--- src/rtl/cnn_mem_pkg.sv ---
// Shared types, widths and helpers for the window-fetch read initiator.
package cnn_mem_pkg;

  localparam int ADDR_WIDTH    = 19;
  localparam int BYTES_IN_LINE = 32;
  localparam int X_COLS_NUM    = 28;
  localparam int Y_ROWS_NUM    = 5;
  localparam int Y_COLS_NUM    = 5;

  localparam int DATA_W   = BYTES_IN_LINE * 8;
  localparam int STRIDE_W = $clog2(X_COLS_NUM) + 1;
  localparam int ROWS_W   = $clog2(Y_ROWS_NUM) + 1;
  localparam int COLS_W   = $clog2(Y_COLS_NUM) + 1;
  localparam int SIZE_W   = $clog2(BYTES_IN_LINE) + 1;
  localparam int LASTV_W  = $clog2(BYTES_IN_LINE);
  localparam int WIN_W    = Y_ROWS_NUM * Y_COLS_NUM * 8;

  typedef enum logic [1:0] {
    IDLE = 2'd0,
    REQ  = 2'd1,
    GAP  = 2'd2,
    DONE = 2'd3
  } fetch_state_t;

  typedef logic [7:0] pix_t;

  // Zero or oversized window dimensions fall back to the maximum.
  function automatic logic [ROWS_W-1:0] clamp_dim(input logic [ROWS_W-1:0] v,
                                                  input logic [ROWS_W-1:0] max_v);
    logic [ROWS_W-1:0] res;
    if ((v == '0) || (v > max_v)) begin
      res = max_v;
    end else begin
      res = v;
    end
    return res;
  endfunction

  // Byte k of a memory beat.
  function automatic pix_t beat_byte(input logic [DATA_W-1:0] beat, input int k);
    return beat[k*8 +: 8];
  endfunction

endpackage

--- src/rtl/cnn_win_fetch_rd_if.sv ---
// Read-side bus between the window fetcher (master) and picture memory (slave).
interface cnn_win_fetch_rd_if;
  import cnn_mem_pkg::*;

  logic                  mem_req;
  logic [ADDR_WIDTH-1:0] mem_start_addr;
  logic [SIZE_W-1:0]     mem_size_bytes;
  logic                  mem_valid;
  logic                  last;
  logic [DATA_W-1:0]     mem_data;
  logic [LASTV_W-1:0]    mem_last_valid;

  modport master (
    output mem_req, mem_start_addr, mem_size_bytes,
    input  mem_valid, last, mem_data, mem_last_valid
  );

  modport slave (
    input  mem_req, mem_start_addr, mem_size_bytes,
    output mem_valid, last, mem_data, mem_last_valid
  );

endinterface

--- src/rtl/cnn_win_fetch_rd_addr_gen.sv ---
// Row address accumulator: loads the window base, then adds the row stride
// once per row step. Wraps naturally modulo 2^ADDR_WIDTH.
module win_row_addr_gen
  import cnn_mem_pkg::*;
(
  input  logic                  clk,
  input  logic                  rst,
  input  logic                  load,
  input  logic                  step,
  input  logic [ADDR_WIDTH-1:0] base_addr,
  input  logic [STRIDE_W-1:0]   stride,
  output logic [ADDR_WIDTH-1:0] row_addr
);

  logic [ADDR_WIDTH-1:0] addr_r;

  // Load base on a new window, advance by one stride per row.
  always_ff @(posedge clk or posedge rst) begin
    if (rst) begin
      addr_r <= '0;
    end else if (load) begin
      addr_r <= base_addr;
    end else if (step) begin
      addr_r <= addr_r + ADDR_WIDTH'(stride);
    end
  end

  assign row_addr = addr_r;

endmodule

--- src/rtl/cnn_win_fetch_rd.sv ---
// Window fetcher: issues one read per window row, packs returned bytes into a
// row-major window buffer and pulses win_valid once the window is complete.
module cnn_win_fetch_rd
  import cnn_mem_pkg::*;
(
  input  logic                  clk,
  input  logic                  rst,
  input  logic                  start,
  input  logic [ADDR_WIDTH-1:0] base_addr,
  input  logic [STRIDE_W-1:0]   row_stride,
  input  logic [ROWS_W-1:0]     win_rows,
  input  logic [COLS_W-1:0]     win_cols,
  cnn_win_fetch_rd_if.master    mem,
  output logic                  busy,
  output logic [WIN_W-1:0]      win_data,
  output logic                  win_valid,
  output logic                  err
);

  fetch_state_t          state_r, next_state_s;
  logic [ROWS_W-1:0]     row_r, rows_r, rows_clamp_s;
  logic [COLS_W-1:0]     cols_r, cols_clamp_s;
  logic [STRIDE_W-1:0]   stride_r;
  logic [SIZE_W-1:0]     size_r;
  logic                  mem_req_r, busy_r, win_valid_r, err_r;
  logic [WIN_W-1:0]      win_r;
  logic [ADDR_WIDTH-1:0] row_addr_s;
  logic                  start_s, capture_s, step_s, last_row_s, bad_beat_s;

  assign rows_clamp_s = clamp_dim(win_rows, ROWS_W'(Y_ROWS_NUM));
  assign cols_clamp_s = COLS_W'(clamp_dim(ROWS_W'(win_cols), ROWS_W'(Y_COLS_NUM)));
  assign start_s      = (state_r == IDLE) && start;
  assign capture_s    = (state_r == REQ) && mem.mem_valid;
  assign step_s       = (state_r == GAP);
  assign last_row_s   = (row_r == (rows_r - ROWS_W'(1)));
  // A beat is malformed if it is not flagged last or its length disagrees with the request.
  assign bad_beat_s   = !mem.last ||
                        (mem.mem_last_valid != (LASTV_W'(cols_r) - LASTV_W'(1)));

  win_row_addr_gen u_addr (
    .clk       (clk),
    .rst       (rst),
    .load      (start_s),
    .step      (step_s),
    .base_addr (base_addr),
    .stride    (stride_r),
    .row_addr  (row_addr_s)
  );

  // Next-state logic: one outstanding request, a gap cycle between rows.
  always_comb begin
    next_state_s = state_r;
    case (state_r)
      IDLE: begin
        if (start) next_state_s = REQ;
        else       next_state_s = IDLE;
      end
      REQ: begin
        if (mem.mem_valid) begin
          if (last_row_s) next_state_s = DONE;
          else            next_state_s = GAP;
        end else begin
          next_state_s = REQ;
        end
      end
      GAP:     next_state_s = REQ;
      DONE:    next_state_s = IDLE;
      default: next_state_s = IDLE;
    endcase
  end

  // State register, registered status outputs, window parameters and sticky error.
  always_ff @(posedge clk or posedge rst) begin
    if (rst) begin
      state_r     <= IDLE;
      mem_req_r   <= 1'b0;
      busy_r      <= 1'b0;
      win_valid_r <= 1'b0;
      err_r       <= 1'b0;
      row_r       <= '0;
      rows_r      <= '0;
      cols_r      <= '0;
      stride_r    <= '0;
      size_r      <= '0;
    end else begin
      state_r     <= next_state_s;
      mem_req_r   <= (next_state_s == REQ);
      busy_r      <= (next_state_s != IDLE);
      win_valid_r <= (next_state_s == DONE);
      if (start_s) begin
        rows_r   <= rows_clamp_s;
        cols_r   <= cols_clamp_s;
        stride_r <= row_stride;
        size_r   <= SIZE_W'(cols_clamp_s);
        row_r    <= '0;
      end else if (step_s) begin
        row_r <= row_r + ROWS_W'(1);
      end
      if (capture_s && bad_beat_s) begin
        err_r <= 1'b1;
      end
    end
  end

  // Capture the granted beat into the current row; the first row of a window
  // also clears every other row so unused rows read as zero.
  always_ff @(posedge clk or posedge rst) begin
    if (rst) begin
      win_r <= '0;
    end else if (capture_s) begin
      for (int r = 0; r < Y_ROWS_NUM; r++) begin
        for (int c = 0; c < Y_COLS_NUM; c++) begin
          if (ROWS_W'(r) == row_r) begin
            win_r[(r*Y_COLS_NUM + c)*8 +: 8] <=
              (COLS_W'(c) < cols_r) ? beat_byte(mem.mem_data, c) : pix_t'(8'h00);
          end else if (row_r == '0) begin
            win_r[(r*Y_COLS_NUM + c)*8 +: 8] <= pix_t'(8'h00);
          end
        end
      end
    end
  end

  assign mem.mem_req        = mem_req_r;
  assign mem.mem_start_addr = row_addr_s;
  assign mem.mem_size_bytes = size_r;
  assign busy               = busy_r;
  assign win_valid          = win_valid_r;
  assign err                = err_r;
  assign win_data           = win_r;

endmodule

--- src/flat_wrapper.sv ---
// flat-port wrapper written by rule: the top's interface ports become plain ports
module cnn_win_fetch_rd_flat import cnn_mem_pkg::*;
  (clk, rst, start, base_addr, row_stride, win_rows, win_cols, busy, win_data, win_valid, err, mem_mem_req, mem_mem_start_addr, mem_mem_size_bytes, mem_mem_valid, mem_last, mem_mem_data, mem_mem_last_valid);
  cnn_win_fetch_rd_if mem_i ();
  input  logic clk;
  input  logic rst;
  input  logic start;
  input  logic [ADDR_WIDTH-1:0] base_addr;
  input  logic [STRIDE_W-1:0] row_stride;
  input  logic [ROWS_W-1:0] win_rows;
  input  logic [COLS_W-1:0] win_cols;
  output logic busy;
  output logic [WIN_W-1:0] win_data;
  output logic win_valid;
  output logic err;
  output wire logic [$bits(mem_i.mem_req)-1:0] mem_mem_req;
  output wire logic [$bits(mem_i.mem_start_addr)-1:0] mem_mem_start_addr;
  output wire logic [$bits(mem_i.mem_size_bytes)-1:0] mem_mem_size_bytes;
  input wire logic [$bits(mem_i.mem_valid)-1:0] mem_mem_valid;
  input wire logic [$bits(mem_i.last)-1:0] mem_last;
  input wire logic [$bits(mem_i.mem_data)-1:0] mem_mem_data;
  input wire logic [$bits(mem_i.mem_last_valid)-1:0] mem_mem_last_valid;
  assign mem_mem_req = mem_i.mem_req;
  assign mem_mem_start_addr = mem_i.mem_start_addr;
  assign mem_mem_size_bytes = mem_i.mem_size_bytes;
  assign mem_i.mem_valid = mem_mem_valid;
  assign mem_i.last = mem_last;
  assign mem_i.mem_data = mem_mem_data;
  assign mem_i.mem_last_valid = mem_mem_last_valid;
  cnn_win_fetch_rd u_core (.clk(clk), .rst(rst), .start(start), .base_addr(base_addr), .row_stride(row_stride), .win_rows(win_rows), .win_cols(win_cols), .mem(mem_i), .busy(busy), .win_data(win_data), .win_valid(win_valid), .err(err));
endmodule
--- config.mk ---
export PLATFORM = sky130hd
export DESIGN_NAME = cnn_win_fetch_rd_flat
export DESIGN_NICKNAME = d
export VERILOG_FILES = /design/src/rtl/cnn_mem_pkg.sv /design/src/rtl/cnn_win_fetch_rd_if.sv /design/src/rtl/cnn_win_fetch_rd_addr_gen.sv /design/src/rtl/cnn_win_fetch_rd.sv /design/src/flat_wrapper.sv
export SDC_FILE = /design/constraint.sdc
export NUM_CORES = 1
export LEC_CHECK = 0
export CORE_AREA = 4 4 202 204
export CTS_CLUSTER_SIZE = 10
export DETAILED_ROUTE_END_ITERATION = 8
export DIE_AREA = 0 0 206 208
export DONT_BUFFER_PORTS = 1
export GPL_TIMING_DRIVEN = 0
export PLACE_DENSITY = 0.51
export SYNTH_ARGS = -nofsm -noshare
export SYNTH_HDL_FRONTEND = slang
export SYNTH_SLANG_ARGS = --single-unit
--- constraint.sdc ---
create_clock -name clk -period 26.8 [get_ports clk]
set_clock_uncertainty 0.2 [all_clocks]
set_input_delay 5.36 -clock clk [delete_from_list [all_inputs] [get_ports clk]]
set_output_delay 5.36 -clock clk [all_outputs]
set_load 0.05 [all_outputs]
==> flow_summary.toml, run 1 <==
[timing]
final-max-slew-violation-count = 0
worstMarginPinSlew_ns = 0.9130
relSlewSlack = 0.3872
setup_ws_ns = 19.91
rsz0062_at_grt = "no"
finalSetupViolCount = 0
finalHoldViolations = 0
fin_hold_ws_ns = 0.2919
period_minus_slack_ns = 6.889
tns_ns = 0
fmax_ghz = 0.1452
finalCritPeriodShare = 0.2570

[synthesis]
netlist_area_mm2 = 0.01010
yosysSeqAreaShare = 0.6022
yosys-top-cells-count = "243 x dfrtp_1, 183 x o21ai_0, 171 x nand2_1"
synth_top_family_by_area = "compound AO/OA/AOI/OAI gates"
synth_flop_cell = "dfrtp_1"
yosys.area.top_type = "dfrtp_1"
synthXorXnorAreaFrac = 0.01648
yosysWarnings = 0
synthTopCellsByArea = "dfrtp_1 60%, o21ai_0 9.1%, nand2_1 6.4%"
netlist_instances = 1000
yosys.area_share.adder = 0.01933
synthMuxAreaShare = 0.002974
synth_edf_count = 0
synth_compound_area_frac = 0.1613
synth-simple-area-share = 0.1597
ys_types = 55
postSynthAreaPerCell_um2 = 10.10
synth.most_common_cell = "dfrtp_1"
ys_seq_elements = 243
synthArstFlopShare = 1.000
synth.top_cell.area_share = 0.6022

[die]
rows = 73
fp.dieArea_mm2 = 0.04285
ios = 528
fp.coreArea_mm2 = 0.03928
die_y_um = 208
die_w_um = 206
initial_core_util = 0.2571

[cts]
cts_buffers = 30
clk_latency_ns = 0.56
cts_tree = "done"
cts.sinks = 243
cts_root_buffer = "clkbuf_16"
post_cts_buffers = 0
postCtsResizedCells = 0
hold_buffers = 0
cts_buffer_depth = 3
htree_levels = 1
cts.clk_slew.worst_paths_ns = 0.05

[global_route]
antenna_found_initial = 5
grt_overflow = 0
grt.total_usage = 0.1736
grt_max_degree = 124
grt_pass1_vias = 8108
grt_pass1_wl_mm = 56.08

[place]
gp_congestion = 0.8367
post-place-cells = 1528
post-place-ws_ns = 19.63
hpwl_mm = 29.15
portBuffers = 0

[routing]
route.detailed.drc = 0
drt-total-wl_mm = 38.98
drt-initial-drc-count = 434
routedWlPerCell_um = 24.72
drtAntennaViolNets = 0
dr_total_vias = 7835
drt_pass1_iterations = 4
via_per_inst = 4.968

[worst_setup_path]
critPathMaxFanout = 6
crit_path_start_kind = "register"
endpoint_kind = "output pin"
crit_path_end = "mem_mem_size_bytes[0]"
critical_path_arrival_ns = 1.33
reg2reg_from = "u_core.u_addr.row_addr[0]$_DFFE_PP0P_"
timing.rr.end = "u_core.u_addr.row_addr[12]$_DFFE_PP0P_"
worstSetupPathType = "reg2out"
reg2reg_depth = 8
rrSetupSlack_ns = 23.94
path_depth = 0
worst_ep_required_time_ns = 21.24
startpoint = "u_core.mem.mem_size_bytes[0]$_DFFE_PP0P_"

[layout]
nNetsFinal = 1349
drive_above_1_share = 0.06788
fin_cells = 1577
synthToLayoutAreaGrowth_pct = 15.75

[power_and_ir_drop]
power_density_mw_per_mm2 = 142.9
peakVddDrop_v = 0.00007359
leakagePower_uw = 0.005182

[min_path]
min_path_type = "reg2reg"

[run_status]
status = "finished clean"

[flow_run]
max-cap-violations = 0
-- report_power, final --
group          switching, µW  internal, µW  leakage, µW
clock                    153           212     0.000416
sequential               452           466      0.00324
combinational            268           119      0.00152
-- final cells by class --
cell class,count,area [µm²]
Clock inverter,4,26.28
Sequential cell,243,6081
Timing Repair Buffer,2,55.05
Antenna cell,6,15.01
Clock buffer,39,825.8
Multi-Input combinational cell,673,3641
Inverter,15,66.31
Fill cell,4187,27590
Tap cell,525,656.9
Buffer,70,320.3
-- metal layers --
| metal | vias up | routed length, µm | part of all wire | global-route usage |
|---|---|---|---|---|
| met5 | - | 0 | 0 | 0 |
| met4 | 0 | 535 | 0.014 | 0.03167 |
| met3 | 42 | 5242 | 0.13 | 0.08463 |
| met2 | 342 | 16530 | 0.42 | 0.2591 |
| met1 | 3908 | 16670 | 0.43 | 0.2316 |
| li1 | 3543 | - | - | - |
-- cells in the final DEF (no fill, tap or decap), types with 14 or more instances in the layout --
cell,Yosys,final
dfrtp_1,243,243
o21ai_0,183,183
nand2_1,171,171
nand3_1,93,93
clkbuf_1,41,47
nor2_1,44,44
clkbuf_16,0,31
a22o_1,24,24
buf_2,16,16
a21oi_1,16,16
ha_1,14,14
-- how the worst min path moves through the flow --
stage,start,to,slack [ns],depth (start not counted)
floorplan,u_core.stride_r[0]$_DFFE_PP0P_,u_core.stride_r[0]$_DFFE_PP0P_,0.25,2
global placement,u_core.stride_r[5]$_DFFE_PP0P_,u_core.stride_r[5]$_DFFE_PP0P_,0.28,2
global route,u_core.stride_r[4]$_DFFE_PP0P_,u_core.stride_r[4]$_DFFE_PP0P_,0.33,2
CTS,u_core.stride_r[5]$_DFFE_PP0P_,u_core.stride_r[5]$_DFFE_PP0P_,0.29,2
finish,u_core.stride_r[4]$_DFFE_PP0P_,u_core.stride_r[4]$_DFFE_PP0P_,0.29,2
detailed placement,u_core.stride_r[5]$_DFFE_PP0P_,u_core.stride_r[5]$_DFFE_PP0P_,0.27,2
-- through the flow --
stage	cell area, µm²	util	total power, µW
2_1_floorplan	10100	-	1144
6_report	11690	0.2976	1671
3_3_place_gp	10760	0.2739	1309
3_5_place_dp	10820	0.2755	1321
5_1_grt	11670	0.2973	1766
4_1_cts	11670	0.2972	1690
-- logic make-up after synthesis --
| kind of cell | count (synthesis) |
|---|---|
| AND/OR/NAND/NOR | 357 |
| adder cells (fa/ha/maj) | 15 |
| AO/OA/AOI/OAI | 277 |
| multiplexers | 3 |
| XOR/XNOR | 19 |
| buffers and inverters | 85 |
| flip-flops | 243 |
| other | 1 |
-- worst min-delay path, delay by kind of cell, from the launching register on --
family        cells  cell delay (ns)
flops             1             0.34
simple gates      2             0.12
-- registers in the layout, summed over array words and instances (netlist names) --
name,cells
u_core.row_r,4
u_core.mem.mem_req,1
u_core.state_r,2
u_core.err,1
u_core.u_addr.row_addr,19
u_core.mem.mem_size_bytes,4
u_core.win_valid,1
u_core.stride_r,6
u_core.busy,1
u_core.rows_r,4
u_core.win_data,200
No activity file was read; power rests on OpenSTA's default activity.
==> inputs of run 2 (changes only) <==
--- a/config.mk
+++ b/config.mk
@@ -5,13 +5,13 @@
 export SDC_FILE = /design/constraint.sdc
 export NUM_CORES = 1
 export LEC_CHECK = 0
-export CORE_AREA = 4 4 202 204
+export CORE_AREA = 4 4 201 203
 export CTS_CLUSTER_SIZE = 10
 export DETAILED_ROUTE_END_ITERATION = 8
-export DIE_AREA = 0 0 206 208
+export DIE_AREA = 0 0 205 207
 export DONT_BUFFER_PORTS = 1
 export GPL_TIMING_DRIVEN = 0
-export PLACE_DENSITY = 0.51
+export PLACE_DENSITY = 0.53
 export SYNTH_ARGS = -nofsm -noshare
 export SYNTH_HDL_FRONTEND = slang
 export SYNTH_SLANG_ARGS = --single-unit
==> constraint.sdc (replaced) <==
create_clock -name clk -period 6.13 [get_ports clk]
set_clock_uncertainty 0.2 [all_clocks]
set_input_delay 1.226 -clock clk [delete_from_list [all_inputs] [get_ports clk]]
set_output_delay 1.226 -clock clk [all_outputs]
set_load 0.05 [all_outputs]
==> flow_summary.toml, run 2 (synthesis results as in run 1) <==
[global_route]
antenna_found_initial = 5
grt_pass1_wl_mm = 56.23
grt_pass1_vias = 8180
grt_overflow = 0
grt_max_degree = 43
grt.total_usage = 0.1759

[routing]
drt_pass1_iterations = 5
drtAntennaViolNets = 0
via_per_inst = 5.056
dr_total_vias = 7912
route.detailed.drc = 0
routedWlPerCell_um = 24.84
drt-total-wl_mm = 38.87
drt-initial-drc-count = 423

[place]
gp_congestion = 0.8370
placed_cell_area_mm2 = 0.01087
hpwl_mm = 29.45
post-place-cells = 1525
post-place-ws_ns = 3.114
portBuffers = 0

[worst_setup_path]
crit_buf_inv = 1
cp_top_family = "compound AO/OA/AOI/OAI gates"
worstSetupPathType = "reg2reg"
critPathMaxFanout = 9
crit_path_start_kind = "register"
max_stage_delay_ns = 0.67
endpoint_kind = "register"
critical_path_arrival_ns = 3.11
crit_chain = "ha_1, inv_1, fa_1, nand2b_1, a21o_1, a21oi_4, a311oi_1, a311oi_1"
crit_slowest_cell = "dfrtp_1"
worst_ep_required_time_ns = 6.38
crit_top_cell = "a311oi_1"

[cts]
hold_buffers = 0
cts_root_buffer = "clkbuf_16"
postCtsResizedCells = 0
post_cts_buffers = 0
cts.clk_slew.worst_paths_ns = 0.06
clk_latency_ns = 0.54
cts_tree = "done"
cts_buffer_depth = 3
cts.sinks = 243
cts_buffers = 29
htree_levels = 1

[power_and_ir_drop]
leakagePower_uw = 0.005202
peakVddDrop_v = 0.0003234
power_density_mw_per_mm2 = 623.1

[timing]
finalHoldViolations = 0
fmax_ghz = 0.3486
finalCritPeriodShare = 0.4679
period_minus_slack_ns = 2.868
final-max-slew-violation-count = 0
rsz0062_at_grt = "no"
tns_ns = 0
worstMarginPinSlew_ns = 1.027
setup_ws_ns = 3.262
relSlewSlack = 0.3108
finalSetupViolCount = 0

[layout]
largest_reg_flops = 200
nFillCells = 4102
design_area_mm2 = 0.01171
fin_cells = 1565
synthToLayoutAreaGrowth_pct = 15.97
drive_above_1_share = 0.07081
layout_commonest_cell = "dfrtp_1"
nNetsFinal = 1352
final_cell_mix = "243 x dfrtp_1, 183 x o21ai_0, 171 x nand2_1, 93 x nand3_1, 44 x nor2_1"

[min_path]
min_path_type = "reg2reg"

[run_status]
status = "finished clean"

[flow_run]
max-cap-violations = 0

[die]
die_y_um = 207
fp.coreArea_mm2 = 0.03847
initial_core_util = 0.2625
die_w_um = 205
fp.dieArea_mm2 = 0.04244
ios = 528
rows = 72
-- run 2: changes by cell type in the layout (fill, tap and decap cells not counted) --
cell,previous run,this run
buf_12,0,6
clkbuf_1,47,43
diode_2,6,2
buf_16,2,0
clkbuf_16,31,29
clkbuf_8,2,4
bufinv_16,0,1
clkinv_2,2,1
clkinv_4,1,0
inv_6,0,1
inv_8,1,0
-- run 2: cell type report --
cell class / instances / area [µm²] / area share
multi-input combinational: 673 / 3641 / 0.3109
sequential: 243 / 6081 / 0.5193
antenna: 2 / 5.005 / 0.0004274
inverter: 15 / 62.56 / 0.005342
clock inverter: 3 / 43.79 / 0.003740
timing repair buffer: 6 / 120.1 / 0.01026
clock buffer: 35 / 788.3 / 0.06731
tap: 518 / 648.1 / 0.05535
buffer: 70 / 320.3 / 0.02735
-- run 2: stage by stage --
| stage | hold slack, ns | utilization | total power [µW] |
|---|---|---|---|
| floorplan | 0.2497 | - | 5002 |
| global placement | 0.2799 | 0.2795 | 5723 |
| detailed placement | 0.2799 | 0.2827 | 5772 |
| CTS | 0.2993 | 0.3043 | 7369 |
| global route | 0.3275 | 0.3043 | 7691 |
| finish | 0.2875 | 0.3044 | 7296 |
-- run 2: layer usage --
metal | track usage | vias to the layer above | share of wire
met5 | 0 | - | 0.00057
met4 | 0.04135 | 4 | 0.024
met3 | 0.09306 | 57 | 0.14
met2 | 0.2583 | 387 | 0.42
met1 | 0.2298 | 3925 | 0.42
li1 | - | 3539 | -
-- run 2: final timing paths --
path / slack [ns] / to / start / cells past startpoint
max in group asynchronous: 4.13 / u_core.win_data[108]$_DFFE_PP0P_ / rst / 4
worst max-delay path: 3.26 / u_core.u_addr.row_addr[14]$_DFFE_PP0P_ / u_core.u_addr.row_addr[0]$_DFFE_PP0P_ / 8
worst max register to register: 3.26 / u_core.u_addr.row_addr[14]$_DFFE_PP0P_ / u_core.u_addr.row_addr[0]$_DFFE_PP0P_ / 8
worst min register to register: 0.29 / u_core.stride_r[4]$_DFFE_PP0P_ / u_core.stride_r[4]$_DFFE_PP0P_ / 2
worst min-delay path: 0.29 / u_core.stride_r[4]$_DFFE_PP0P_ / u_core.stride_r[4]$_DFFE_PP0P_ / 2
min in group asynchronous: 0.41 / u_core.win_data[85]$_DFFE_PP0P_ / rst / 1
-- run 2: worst register-to-register path: stages (launching register included) --
cell,delay [ns]
dfrtp_1,0.67
ha_1,0.29
inv_1,0.06
fa_1,0.37
nand2b_1,0.23
a21o_1,0.25
a21oi_4,0.27
a311oi_1,0.15
a311oi_1,0.29
-- run 2: report_power, final --
part	internal, µW	switching [µW]
clock	929	651
combinational	525	1170
sequential	2040	1980
==> edit 1: new RTL, config.mk and constraints of run 2 <==
Register the output `win_data` once more, without a reset; this adds one clock of latency there. The other outputs are not delayed to match.
--- a/src/rtl/cnn_win_fetch_rd.sv
+++ b/src/rtl/cnn_win_fetch_rd.sv
@@ -127,7 +127,9 @@
   assign busy               = busy_r;
   assign win_valid          = win_valid_r;
   assign err                = err_r;
-  assign win_data           = win_r;
+  always_ff @(posedge clk) begin
+    win_data <= win_r;
+  end
 
 endmodule
 
Behaviour: not the same (Yosys sat finds a counterexample within 4 cycles, from zero or initial values and one cycle with rst high).
==> edit 1 against run 2 <==
Setup slack got worse by 220 ps; total power grew 50%; cell area is 39% higher; synthesized area increased by 38%; critical endpoint is now u_core.u_addr.row_addr[16]; sequential cell count increased by 200; clock power up 79%; critical path type unchanged; routed wire length grew 2.5%; die area unchanged; largest power group unchanged.
==> edit 1: results <==
{
  "numCtsBuffers": 51,
  "track_usage": 0.184,
  "min_delay_path_depth": 0,
  "yosysSeqAreaShare": 0.723,
  "nFillCells": 3684,
  "pwr-share-clk": 0.257,
  "cp.arrival_ps": 3360,
  "antenna_found_initial": 2,
  "grt_pass1_vias": 8964,
  "path_max_fanout": 6,
  "clk-power_mw": 2.83,
  "ys_top_cells_by_count": "nand2_1, dfrtp_1, dfxtp_1",
  "grt_pass1_wl_um": 59300,
  "wl_met2_um": 17300,
  "cts_max_level": 2,
  "synthTopCellsByArea": "dfrtp_1, dfxtp_1, nand2_1, o21ai_0, o31ai_1",
  "post_dp_cell_area_mm2": 0.0148,
  "drtIter0Drc": 428,
  "ir_drop_uv": 322,
  "use_met3": 0.0769,
  "wirelength_um": 39900,
  "worstMarginPinSlew_ps": 1050,
  "dr_wl_met3_um": 4230,
  "clkLatencyLatePin_ps": 570,
  "crit_family": "compound AO/OA/AOI/OAI gates",
  "seq_power_share": 0.586,
  "reg2regPathDepth": 8,
  "final_nets": 1547,
  "wl_met1_um": 17500,
  "ys_types": 65,
  "outcome": "complete, no violations",
  "async_flop_share": 0.549,
  "p_int_mw": 6.18,
  "routed_via_density": 4.93,
  "grtUsageMet2": 0.274,
  "place.gp.congestion": 0.839,
  "antenna_cells": 0,
  "leakagePower_nw": 7.12,
  "grt_util_met1": 0.247,
  "grt_max_degree": 37,
  "dp_hpwl_um": 28800,
  "drive_gt1_frac": 0.0855,
  "synth_warnings": 0,
  "synth_ff_type": "dfrtp_1"
}
edit 1: cell count changes in the layout (fill, tap and decap cells not counted), sizes merged, moves of 4 or more:
cell    delta
dfxtp    +200
nand2    +100
nand3     -84
clkbuf    +46
nor2      -27
a22o      -24
o31ai     +23
nand2b     -8
and4       +5
a311oi     +4
nand4b     -4
nor3       -4
edit 1: cell type report:
cell class                 count  area, um2  share of cell area
sequential                   443      10100               0.618
multi-input combinational    656       3470               0.213
buffer                        57        333              0.0204
tap                          518        648              0.0397
inverter                      17       72.6             0.00445
clock buffer                  91       1470              0.0901
clock inverter                 4       85.1             0.00522
timing repair buffer           7        140             0.00859
edit 1: final timing paths:
kind / from / to / slack [ps]
max: u_core.u_addr.row_addr[0] / u_core.u_addr.row_addr[16] / 3040
min: u_core.win_r[79] / u_core.win_data[79] / 160
max reg2reg: u_core.u_addr.row_addr[0] / u_core.u_addr.row_addr[16] / 3040
min reg2reg: u_core.win_r[79] / u_core.win_data[79] / 160
max in group asynchronous: rst / u_core.win_r[60] / 4260
min in group asynchronous: rst / u_core.u_addr.row_addr[9] / 390
edit 1: metrics by stage:
step / util / worst slack [ps] / cells
floorplan: - / 1510 / 1173
global placement: 0.380 / -156 / 1691
detailed placement: 0.383 / 3070 / 1698
CTS: 0.424 / 3040 / 1793
global route: 0.424 / 2840 / 1793
finish: 0.424 / 3040 / 1793
edit 1: logic make-up after synthesis:
| group | count (synthesis) | synth area share |
|---|---|---|
| simple gates | 336 | 0.101 |
| buf+inv | 74 | 0.0288 |
| compound gates | 284 | 0.122 |
| other cells | 1 | 0.000269 |
| mux | 1 | 0.000717 |
| fa+ha+maj | 15 | 0.0140 |
| flops | 443 | 0.723 |
| xor+xnor | 18 | 0.0113 |
==> edit 2: new RTL, settings of run 2 <==
Made on the original files. Set the package constant `X_COLS_NUM` to 14 (it was 28).
--- a/src/rtl/cnn_mem_pkg.sv
+++ b/src/rtl/cnn_mem_pkg.sv
@@ -3,7 +3,7 @@
 
   localparam int ADDR_WIDTH    = 19;
   localparam int BYTES_IN_LINE = 32;
-  localparam int X_COLS_NUM    = 28;
+  localparam int X_COLS_NUM    = 14;
   localparam int Y_ROWS_NUM    = 5;
   localparam int Y_COLS_NUM    = 5;
 
Interface: changed (resized row_stride); port bits go from 528 to 527. No check against the original RTL was run, so the function may have changed too.
==> edit 2 against run 2 <==
Maximum frequency down 2.4%; critical endpoint is now u_core.u_addr.row_addr[6]; cell count down 0.77%; first-iteration DRC count up 20%; combinational power down 5%; setup slack worse by 70 ps; routed wire length down 1.4%; sequential share of layout area down 0.19 points; non-clock buffer count unchanged; sequential cell count down 1; cell area about the same; synthesized area down 0.73%; total power down 1.4%.
==> edit 2: results <==
{
  "outcome": "complete, no violations",
  "min_to": "u_core.stride_r[4]",
  "yosysSeqAreaShare": 0.604,
  "port_buffers": 0,
  "dp_hpwl_um": 29000,
  "seq_cell_power_mw": 3.92,
  "antenna_found_initial": 1,
  "track_usage": 0.172,
  "cts_max_level": 1,
  "post_cts_buffers": 0,
  "power_combinational_mw": 1.61,
  "min_delay_path_depth": 2,
  "ctsResizeCount": 0,
  "worstMarginPinSlew_ps": 1060,
  "numCtsBuffers": 30,
  "synthTopCellsByArea": "dfrtp_1, o21ai_0, nand2_1, nand3_1, a22o_1",
  "hold_ws_ps": 291,
  "clkLatencyLatePin_ps": 560,
  "grt_pass1_wl_um": 55500,
  "async_flop_share": 1.00,
  "p_int_mw": 3.51,
  "leakagePower_nw": 5.21,
  "reg2regPathDepth": 8,
  "wl_met1_um": 15200,
  "place.gp.congestion": 0.815,
  "antenna_cells": 0,
  "dr_wl_met3_um": 5370,
  "routed.top_layer": "met4",
  "crit_family": "compound AO/OA/AOI/OAI gates",
  "post_dp_cell_area_mm2": 0.0108,
  "ys_top_cells_by_count": "dfrtp_1, o21ai_0, nand2_1",
  "clockBufferDepth": 3,
  "ys_types": 51,
  "final_nets": 1336,
  "clk_pin_slew_ps": 60,
  "drt-pass1-iter-count": 4,
  "synth_warnings": 0,
  "wl_met2_um": 17000,
  "drtIter0Drc": 508,
  "ir_drop_uv": 267,
  "r2r-start": "u_core.u_addr.row_addr[0]",
  "clockRootBuffer": "clkbuf_16",
  "critPathMaxStageDelay_ps": 670,
  "routed_via_density": 5.02,
  "grt_pass1_vias": 7932,
  "nFillCells": 4069,
  "r2r_slack_ps": 3190,
  "drive_gt1_frac": 0.0860,
  "hold_class": "reg2reg",
  "endpoint": "u_core.u_addr.row_addr[6]",
  "crit_slowest_cell": "dfrtp_1",
  "wire_per_inst_um": 24.7,
  "path_max_fanout": 3,
  "grt_max_degree": 42
}
==> edit 2: cell types whose count changed after synthesis, moves of 6 or more <==
cell	delta
buf_2	+7
nand2_1	-6
a21oi_1	-6
o21ai_0	-11
o31ai_1	+8
==> edit 2: routing by layer <==
layer / track usage / vias up
met5: 0 / -
met4: 0.0340 / 0
met1: 0.212 / 3890
met2: 0.270 / 353
li1: - / 3501
met3: 0.0934 / 51
==> edit 2: layout make-up <==
type | instances | area share
flip-flops and latches | 242 | 0.517
multi-input cells | 659 | 0.305
clock inverters | 6 | 0.00919
inverters | 15 | 0.00513
repair buffers | 6 | 0.0103
well taps | 518 | 0.0554
plain buffers | 70 | 0.0291
clock buffers | 37 | 0.0681
==> edit 2: logic make-up (layout without fill, tap and decap cells) <==
group	after synthesis	count (layout)	share of synthesized area
simple gates	349	349	0.157
compound gates	271	271	0.160
flops	242	242	0.604
buf+inv	85	134	0.0396
xor+xnor	16	16	0.0140
fa+ha+maj	14	14	0.0182
mux	7	7	0.00699
other cells	1	2	0.000374
==> edit 2: per-stage QoR <==
step | worst slack (ps) | std cells | setup TNS (ps) | power, mW | util
after floorplan | 1530 | 986 | 0 | 4.85 | -
after global placement | -4.92 | 1504 | -135 | 5.54 | 0.278
after detailed placement | 3080 | 1510 | 0 | 5.59 | 0.281
after CTS | 3220 | 1553 | 0 | 7.27 | 0.304
after global routing | 2940 | 1553 | 0 | 7.57 | 0.304
final | 3190 | 1553 | 0 | 7.19 | 0.304
==> edit 2: worst register-to-register path, delay by kind of cell (launching register included) <==
kind / cells / cell delay [ps]
adder cells (fa/ha/maj): 2 / 680
buffers and inverters: 1 / 70
multiplexers: 1 / 250
AO/OA/AOI/OAI: 3 / 760
flip-flops: 1 / 670
AND/OR/NAND/NOR: 1 / 170
